--- src/rtl/sdram_pkg.sv ---
// Shared SDRAM definitions: command encodings, init-sequencer states, address bit indices.
package sdram_pkg;

   localparam int unsigned CMD_W   = 4;
   localparam int unsigned A10_BIT = 10;

   typedef logic [CMD_W-1:0] sdram_cmd_t;

   // {cs_n, ras_n, cas_n, we_n}
   localparam sdram_cmd_t CMD_NOP  = 4'b0111;
   localparam sdram_cmd_t CMD_PRE  = 4'b0010;
   localparam sdram_cmd_t CMD_AREF = 4'b0001;
   localparam sdram_cmd_t CMD_MSET = 4'b0000;

   typedef enum logic [2:0] {
      S_WAIT,
      S_PRE,
      S_TRP,
      S_AREF,
      S_TRFC,
      S_MRS,
      S_TMRD,
      S_DONE
   } init_state_e;

   function automatic int unsigned max_u(input int unsigned a, input int unsigned b);
      return (a > b) ? a : b;
   endfunction

endpackage

--- src/rtl/sdram_tcnt.sv ---
// Loadable saturating down-counter with zero flag; times power-up and inter-command gaps.
module sdram_tcnt #(
   parameter int unsigned W = 8
) (
   input  logic         sclk,
   input  logic         rst,
   input  logic         load,
   input  logic [W-1:0] load_val,
   output logic         zero_c
);

   logic [W-1:0] count;

   always_ff @(posedge sclk) begin
      if (rst) begin
         count <= '0;
      end else if (load) begin
         count <= load_val;
      end else if (count != '0) begin
         count <= count - W'(1);
      end
   end

   assign zero_c = (count == '0);

endmodule

--- src/rtl/sdram_init_seq.sv ---
// SDRAM power-up init: wait -> PRECHARGE-ALL -> AREF_NUM x AUTO-REFRESH -> MODE-REGISTER-SET -> done.
// Define SDRAM_INIT_RTMODE_EN to add the mode_cfg port and drive it during MSET instead of MODE_WORD.
module sdram_init_seq
   import sdram_pkg::*;
#(
   parameter int unsigned ADDR_W        = 12,
   parameter int unsigned BA_W          = 2,
   parameter int unsigned T_POWERUP_CYC = 20000,
   parameter int unsigned T_RP_CYC      = 2,
   parameter int unsigned T_RFC_CYC     = 8,
   parameter int unsigned T_MRD_CYC     = 2,
   parameter int unsigned AREF_NUM      = 2,
   parameter logic [ADDR_W-1:0] MODE_WORD = ADDR_W'(12'h032)
) (
   input  logic              sclk,
   input  logic              rst,
   input  logic              reinit_req,
`ifdef SDRAM_INIT_RTMODE_EN
   input  logic [ADDR_W-1:0] mode_cfg,
`endif
   output logic              sdram_cke,
   output logic [CMD_W-1:0]  sdram_cmd,
   output logic [BA_W-1:0]   sdram_ba,
   output logic [ADDR_W-1:0] sdram_addr,
   output logic              init_busy,
   output logic              init_done
);

   if (ADDR_W < 11 || BA_W < 1 || T_POWERUP_CYC < 1 || T_RP_CYC < 1 ||
       T_RFC_CYC < 1 || T_MRD_CYC < 1 || AREF_NUM < 1) begin : g_bad_params
      $error("sdram_init_seq: illegal parameter value");
   end

   localparam int unsigned T_MAX = max_u(max_u(T_POWERUP_CYC, T_RP_CYC),
                                         max_u(T_RFC_CYC, T_MRD_CYC));
   localparam int unsigned DW = $clog2(T_MAX + 1);
   localparam int unsigned RW = $clog2(AREF_NUM + 1);
   localparam logic [ADDR_W-1:0] A10_ADDR = ADDR_W'(1 << A10_BIT);

   init_state_e       state, state_next;
   logic              run;
   logic              cnt_load;
   logic [DW-1:0]     cnt_val;
   logic              cnt_zero_c;
   logic [RW-1:0]     ref_cnt;
   logic              ref_inc, ref_clr;
   sdram_cmd_t        cmd_next;
   logic [ADDR_W-1:0] mode_word;

`ifdef SDRAM_INIT_RTMODE_EN
   assign mode_word = mode_cfg;
`else
   assign mode_word = MODE_WORD;
`endif

   sdram_tcnt #(.W(DW)) u_tcnt (
      .sclk     (sclk),
      .rst      (rst),
      .load     (cnt_load),
      .load_val (cnt_val),
      .zero_c   (cnt_zero_c)
   );

   // Next state; a command state is entered for exactly one cycle and arms the following gap.
   always_comb begin
      state_next = state;
      cnt_load   = 1'b0;
      cnt_val    = '0;
      ref_inc    = 1'b0;
      ref_clr    = 1'b0;
      cmd_next   = CMD_NOP;

      case (state)
         S_WAIT: begin
            if (!run) begin
               cnt_load = 1'b1;
               cnt_val  = DW'(T_POWERUP_CYC - 1);
            end else if (cnt_zero_c) begin
               state_next = S_PRE;
            end
         end
         S_PRE, S_TRP:   state_next = cnt_zero_c ? S_AREF : S_TRP;
         S_AREF, S_TRFC: begin
            if (!cnt_zero_c) state_next = S_TRFC;
            else             state_next = (ref_cnt == RW'(AREF_NUM)) ? S_MRS : S_AREF;
         end
         S_MRS, S_TMRD:  state_next = cnt_zero_c ? S_DONE : S_TMRD;
         S_DONE:         if (reinit_req) state_next = S_PRE;
         default:        state_next = S_WAIT;
      endcase

      case (state_next)
         S_PRE: begin
            cmd_next = CMD_PRE;
            cnt_load = 1'b1;
            cnt_val  = DW'(T_RP_CYC - 1);
            ref_clr  = 1'b1;
         end
         S_AREF: begin
            cmd_next = CMD_AREF;
            cnt_load = 1'b1;
            cnt_val  = DW'(T_RFC_CYC - 1);
            ref_inc  = 1'b1;
         end
         S_MRS: begin
            cmd_next = CMD_MSET;
            cnt_load = 1'b1;
            cnt_val  = DW'(T_MRD_CYC - 1);
         end
         default: ;
      endcase
   end

   // State and registered bus outputs; cke trails the first post-reset edge by one cycle.
   always_ff @(posedge sclk) begin
      if (rst) begin
         state      <= S_WAIT;
         run        <= 1'b0;
         ref_cnt    <= '0;
         sdram_cke  <= 1'b0;
         sdram_cmd  <= CMD_NOP;
         sdram_ba   <= '0;
         sdram_addr <= A10_ADDR;
         init_busy  <= 1'b1;
         init_done  <= 1'b0;
      end else begin
         state      <= state_next;
         run        <= 1'b1;
         sdram_cke  <= run;
         sdram_cmd  <= cmd_next;
         sdram_ba   <= '0;
         sdram_addr <= (state_next == S_MRS) ? mode_word : A10_ADDR;
         init_busy  <= (state_next != S_DONE);
         init_done  <= (state_next == S_DONE);
         if (ref_clr)      ref_cnt <= '0;
         else if (ref_inc) ref_cnt <= ref_cnt + RW'(1);
      end
   end

endmodule
--- config.mk ---
export PLATFORM = sky130hd
export DESIGN_NAME = sdram_init_seq
export DESIGN_NICKNAME = d
export VERILOG_FILES = /design/src/rtl/sdram_pkg.sv /design/src/rtl/sdram_tcnt.sv /design/src/rtl/sdram_init_seq.sv
export SDC_FILE = /design/constraint.sdc
export NUM_CORES = 1
export LEC_CHECK = 0
export ABC_CLOCK_PERIOD_IN_PS = 2100
export BUFFER_PORTS_ARGS = -buffer_cell sky130_fd_sc_hd__buf_2
export CAP_MARGIN = 20
export CORE_ASPECT_RATIO = 0.8
export CORE_MARGIN = 2
export CORE_UTILIZATION = 50
export DETAILED_ROUTE_END_ITERATION = 12
export HOLD_SLACK_MARGIN = 0.15
export PLACE_DENSITY = 0.72
export SLEW_MARGIN = 10
export SYNTH_ARGS = -nofsm -noshare
export SYNTH_HDL_FRONTEND = slang
export SYNTH_SLANG_ARGS = --single-unit
--- constraint.sdc ---
create_clock -name sclk -period 2.1 [get_ports sclk]
set_clock_uncertainty 0.2 [all_clocks]
set_input_delay 0 -clock sclk [delete_from_list [all_inputs] [get_ports sclk]]
set_output_delay 0 -clock sclk [all_outputs]
set_load 0.01 [all_outputs]
==> results by group, run 1 <==
Worst setup path
  • Crit Reg-Reg Startpoint: u_tcnt.count[13]
  • R2R cell count: 6
  • R2r endpoint: ref_cnt[0]
  • Data arrival, critical path: 2.19 ns
  • CP max FO: 4
  • Worst Path Class, Setup: reg2reg
  • Worst EP required: 2.05 ns
  • Setup slack, reg-to-reg: -0.14 ns
  • Crit path launch type: flip-flop
  • CP Capture Type: flip-flop

Die
  • Die area: 0.00341 mm2
  • Die width: 64.8 um
  • # IOs: 24
  • Core area: 0.00279 mm2
  • Initial Utilization: 53.1%
  • Die Height: 52.6 um
  • Rows: 17

Drt
  • Vias per cell: 5.62
  • TritonRoute pass-1 iters: 5
  • Vias: 1415
  • Total length of routed wires: 4.15 mm
  • Starting DRT DRC Count: 52
  • Post-detailed-route count of antenna-violating nets: 0
  • Post-DR wirelength/cell: 16.5 um
  • Drt drc: 0

Timing
  • Final worst slack: -0.140 ns
  • Final period util: 107%
  • Max-slew violation count: 0
  • Worst slew pin tran: 0.507 ns
  • Min Tclk post-route: 2.24 ns
  • FMAX: 0.446 GHz
  • Min Hold Slack: 0.292 ns
  • Relative slew slack: 65.9%
  • RSZ-0062 raised after global routing: true
  • Final Hold Fails: 0
  • Final setup violation count: 11

Run
  • Max-Cap Viols: 0

Finish
  • Multi-input gate area: 970 um2
  • Layout Nets: 219
  • Final Core Density: 75.4%
  • Share of layout cells above drive strength 1: 46.7%
  • Antenna Cells: 0
  • Post-route cell area: 0.00210 mm2
  • Filler instances: 192
  • Syn-to-layout area delta: 42.0%
  • Sequential Area: 586 um2

Status
  • Outcome: finished with violations
  • Failing checks: negative setup slack

GRT
  • Overflow after GRT: 0
  • First-pass GRT wire length: 5.69 mm
  • Largest net degree at the start of global routing: 15
  • Vias in the first global route: 1216
  • Overall Global Routing Usage: 23.1%
  • Initial antenna violation count: 0

Clock network
  • CTS clk-pin slew, worst paths: 0.06 ns
  • Clk buf depth: 2
  • Clock insertion delay at the later pin of the skew report: 0.28 ns
  • CTS tree: yes
  • Total CTS buffers: 5
  • Clock sinks: 29
  • CTS H-tree depth: 2
  • Root buffer cell: clkbuf_8

Min path
  • Hold path cells: 2
  • Hold_sp: ref_cnt[0]
  • Hold Crit Endpoint: ref_cnt[0]
  • Worst min path class: reg2reg

Synth
  • Post-Synth XOR/XNOR Area: 5.92%
  • Post-Synth Adder-Cell Area: 1.69%
  • Register bit total from synthesis: 29
  • Synth warn: 0
  • Mapped Cells: 162
  • Post-synthesis mux area share: 0%
  • Largest family of logic cells by synthesized area: simple AND/OR/NAND/NOR gates
  • Synth cell types: 49
  • Post-Syn Area: 0.00148 mm2
  • Register area share after synthesis: 39.3%
  • Post-Syn Area per Cell: 9.13 um2
  • Top_reg_cell synth: dfxtp_1
  • Synth Area in Compound Gates: 19.6%
  • Fraction of registers with async set/reset: 0%
  • Post-Synth Simple-Gate Area: 23.7%
  • Post-synth EDFFs: 0

Place
  • DP HPWL: 2.52 mm
  • Area after DPL: 0.00171 mm2
  • Pre-CTS setup slack: -0.169 ns
  • Routability cong.: 0.847
  • Port Buffers: 12

Power
  • Peak supply drop: 0.579 mV
  • Static Leakage: 0.867 nW
  • P per Cell Area: 645 mW/mm2
[sequential cells by signal, summed over array words and instances (netlist names), 2 cells and up]
register / flops
u_tcnt.count: 15
sdram_cmd: 3
ref_cnt: 2
state: 3
sdram_addr: 2
[worst max-delay path by stage]
stage | slack, ns | start | end | cells past startpoint
after floorplan | -0.03 | u_tcnt.count[12] | u_tcnt.count[1] | 5
after global placement | -0.04 | u_tcnt.count[13] | u_tcnt.count[1] | 5
after detailed placement | -0.17 | u_tcnt.count[0] | u_tcnt.count[13] | 7
after CTS | -0.07 | u_tcnt.count[0] | u_tcnt.count[1] | 7
after global routing | -0.18 | u_tcnt.count[12] | u_tcnt.count[1] | 5
final | -0.14 | u_tcnt.count[13] | ref_cnt[0] | 6
[kinds of logic after synthesis]
kind of cell | count (synthesis)
fa+ha+maj | 2
simple gates | 60
compound gates | 36
xor+xnor | 10
buf+inv | 24
other cells | 1
flops | 29
[final cells by class]
class                           instances  area share (%)
Multi-Input combinational cell        120            46.2
Sequential cell                        29            27.9
Timing Repair Buffer                   52            18.5
Clock buffer                            7            4.11
Tap cell                               38            2.26
Inverter                                6            1.07
[Yosys cell counts, drive strengths merged, types with 2 or more instances]
| cell type | number | area [um2] |
|---|---|---|
| dfxtp | 29 | 581 |
| buf | 15 | 108 |
| a21oi | 12 | 63.8 |
| nor2 | 12 | 45.0 |
| nand3 | 11 | 55.1 |
| nand2 | 10 | 37.5 |
| xnor2 | 8 | 70.1 |
| inv | 6 | 22.5 |
| nor3 | 6 | 35.0 |
| nor2b | 4 | 25.0 |
| nor4 | 4 | 40.0 |
| o21ai | 4 | 23.8 |
| a21o | 3 | 22.5 |
| clkbuf | 3 | 11.3 |
| nor3b | 3 | 33.8 |
| or3 | 3 | 28.8 |
| a211o | 2 | 17.5 |
| a221oi | 2 | 30.0 |
| ha | 2 | 25.0 |
| xor2 | 2 | 17.5 |
[per-layer routing]
layer | vias to the layer above | GRT usage [%] | share of wire (%)
met5 | - | 0 | 0
met4 | 0 | 14.5 | 4.4
met3 | 19 | 6.02 | 5.5
met2 | 63 | 38.1 | 48
met1 | 669 | 27.1 | 42
li1 | 664 | - | -
[cells in the final DEF (no fill, tap or decap), drive strengths merged, types with 3 or more instances in the layout]
cell,netlist,layout
nor3,6,6
a21oi,12,12
dfxtp,29,29
clkbuf,3,7
a211o,2,3
or3,3,3
buf,15,51
a21o,3,3
nor2b,4,4
inv,6,6
nor4,4,4
nand3,11,11
o21ai,4,4
nor2,12,12
xnor2,8,8
nand2,10,10
conb,1,11
nor3b,3,3
[metrics by stage]
stage / cells / TNS [ns] / total power, mW
detailed placement: 229 / -1.53 / 0.839
global placement: 229 / -0.144 / 0.832
finish: 252 / -0.540 / 1.36
floorplan: 172 / -0.107 / 0.776
global route: 252 / -2.13 / 1.40
CTS: 244 / -0.121 / 1.30
[report_power, final]
group,switching [mW],internal [mW]
clock,0.196,0.259
sequential,0.0288,0.576
combinational,0.145,0.150
[timing repair]
item	4_1_cts	5_1_grt
hold endpoints to repair	15	0
setup buffers	6	8
pin swaps	6	23
gates resized for setup	11	31
setup endpoints to repair	19	19
cloned	1	0
hold buffers	1	0
[worst max-delay path: stages (launching register included)]
cell and delay (ns):
dfxtp_2 0.35, or3_4 0.38, or3_4 0.35, o41a_1 0.49, buf_6 0.17, o21ai_2 0.10
a22oi_1 0.08
Power figures use the tool's default switching activity.
==> run 2, diff against run 1 <==
ABC_CLOCK_PERIOD_IN_PS = 2900   (was 2100)
PLACE_DENSITY = 0.69   (was 0.72)
clock period = 2.9 ns   (was 2.1 ns; I/O delays follow)
==> run 2 against run 1 <==
Against the previous run: the flow now finishes without violations; critical endpoint is now u_tcnt.count[1]; flip-flop and latch count did not move; clock power fell by 29%; final cell count fell by 15%.
==> results by group, run 2 (synthesis gave the netlist of run 1 again) <==
Die
  • Die width: 64.8 um
  • Core area: 0.00279 mm2
  • Rows: 17
  • Die area: 0.00341 mm2
  • Die Height: 52.6 um
  • Initial Utilization: 53.1%
  • # IOs: 24

Min path
  • Worst min path class: reg2reg

Finish
  • Max reg flops: 15
  • Layout Nets: 180
  • Most common cell after layout, fill and taps aside: dfxtp_1
  • Most frequent cells in the layout: dfxtp_1 (29), nor2_1 (12), buf_2 (12)
  • Antenna Cells: 0
  • Syn-to-layout area delta: 8.97%
  • Share of layout cells above drive strength 1: 18.2%
  • Biggest regs: u_tcnt.count x15, sdram_cmd x3, state x3
  • Top reg by flops: u_tcnt.count

GRT
  • Initial antenna violation count: 0
  • Vias in the first global route: 1019
  • Overall Global Routing Usage: 19.5%
  • First-pass GRT wire length: 4.82 mm
  • Largest net degree at the start of global routing: 15
  • Overflow after GRT: 0

Worst setup path
  • CP max FO: 8
  • CP Capture Type: flip-flop
  • Worst EP required: 2.91 ns
  • Worst Path Class, Setup: reg2reg
  • Data arrival, critical path: 2.65 ns
  • Worst path max stage delay: 0.59 ns
  • CP max stage cell: a211oi_1
  • Cell Chain, Critical Path: inv_1 > ha_1 > nor3b_4 > nand4_1 > a211oi_1 > a21oi_2 > a311oi_2
  • Crit path launch type: flip-flop

Clock network
  • Hold buffers post-CTS: 2
  • CTS tree: yes
  • Clock sinks: 29
  • Total CTS buffers: 5
  • Clk buf depth: 2
  • CTS clk-pin slew, worst paths: 0.07 ns
  • Root buffer cell: clkbuf_8
  • Post-CTS Setup Bufs: 0
  • PostCTS Resize Cnt: 0
  • CTS H-tree depth: 2
  • Clock insertion delay at the later pin of the skew report: 0.29 ns

Timing
  • Final TNS setup: 0 ns
  • Final Hold Fails: 0
  • Min Tclk post-route: 2.65 ns
  • Final period util: 91.3%
  • Max-slew violation count: 0
  • Relative slew slack: 53.6%
  • RSZ-0062 raised after global routing: false
  • FMAX: 0.378 GHz
  • Final worst slack: 0.254 ns
  • Final setup violation count: 0
  • Min Hold Slack: 0.286 ns
  • Worst slew pin tran: 0.689 ns

Power
  • Static Leakage: 0.646 nW
  • Pwr Total: 0.889 mW
  • Peak supply drop: 0.344 mV
  • P per Cell Area: 551 mW/mm2

Status
  • Outcome: complete, no violations

Drt
  • Met2 routed WL: 1.30 mm
  • TritonRoute pass-1 iters: 4
  • Top routing layer in use: met4
  • Total length of routed wires: 2.96 mm
  • Drt drc: 0
  • Post-DR wirelength/cell: 13.8 um
  • Met1 wire length: 1.46 mm
  • Starting DRT DRC Count: 39
  • Vias: 1168
  • Post-detailed-route count of antenna-violating nets: 0
  • Met3 wire length: 152 um
  • Vias per cell: 5.46

Place
  • Pre-CTS setup slack: 0.310 ns
  • DP HPWL: 2.16 mm
  • Port Buffers: 12
  • Routability cong.: 0.805

Run
  • Max-Cap Viols: 0
## run 2: cell count changes in the layout (fill, tap and decap cells not counted), moves of 3 or more
cell and change:
nand3_2 -4, a21oi_1 +3, dfxtp_1 +4, a21oi_2 -3, nand3_1 +5, buf_6 -7, buf_4 -32, dfxtp_2 -4
## run 2: worst paths after layout
check / startpoint / to / slack, ns / cells after the start
setup / recovery: u_tcnt.count[0] / u_tcnt.count[1] / 0.25 / 7
hold / removal: ref_cnt[0] / ref_cnt[0] / 0.29 / 2
setup reg to reg: u_tcnt.count[0] / u_tcnt.count[1] / 0.25 / 7
hold reg to reg: ref_cnt[0] / ref_cnt[0] / 0.29 / 2
## run 2: critical path: cells and delay by family, from the launching register on
family	cells	cell delay (ns)
AOI/OAI and AO/OA	3	0.99
and+or+nand+nor	2	0.76
DFF	1	0.33
adders and majority gates	1	0.19
buffers and inverters	1	0.09
## run 2: routing by layer
metal  vias to the layer above  track usage, %
met1                       544            26.2
met5                         -               0
met3                         6            5.16
li1                        587               -
met2                        31            28.2
met4                         0            11.0
## run 2: final cells by class
type,count,area (um2)
Timing Repair Buffer,14,80.1
Clock inverter,3,17.5
Tap cell,38,47.5
Multi-Input combinational cell,119,795
Clock buffer,5,68.8
Inverter,6,22.5
Fill cell,240,1170
Sequential cell,29,581
## run 2: per-stage QoR
| step | instances | instance area (um2) | util, % |
|---|---|---|---|
| CTS | 214 | 1610 | 57.8 |
| global route | 214 | 1610 | 57.8 |
| detailed placement | 204 | 1510 | 54.0 |
| global placement | 204 | 1510 | 54.0 |
| floorplan | 172 | 1520 | - |
| finish | 214 | 1610 | 57.8 |
## run 2: power by group
part / switching (mW) / leakage, nW / internal [mW] / total [mW]
Clock: 0.157 / 0.0439 / 0.165 / 0.322
Combinational: 0.0730 / 0.365 / 0.0553 / 0.128
Sequential: 0.0214 / 0.238 / 0.417 / 0.438
Total: 0.252 / 0.646 / 0.637 / 0.889
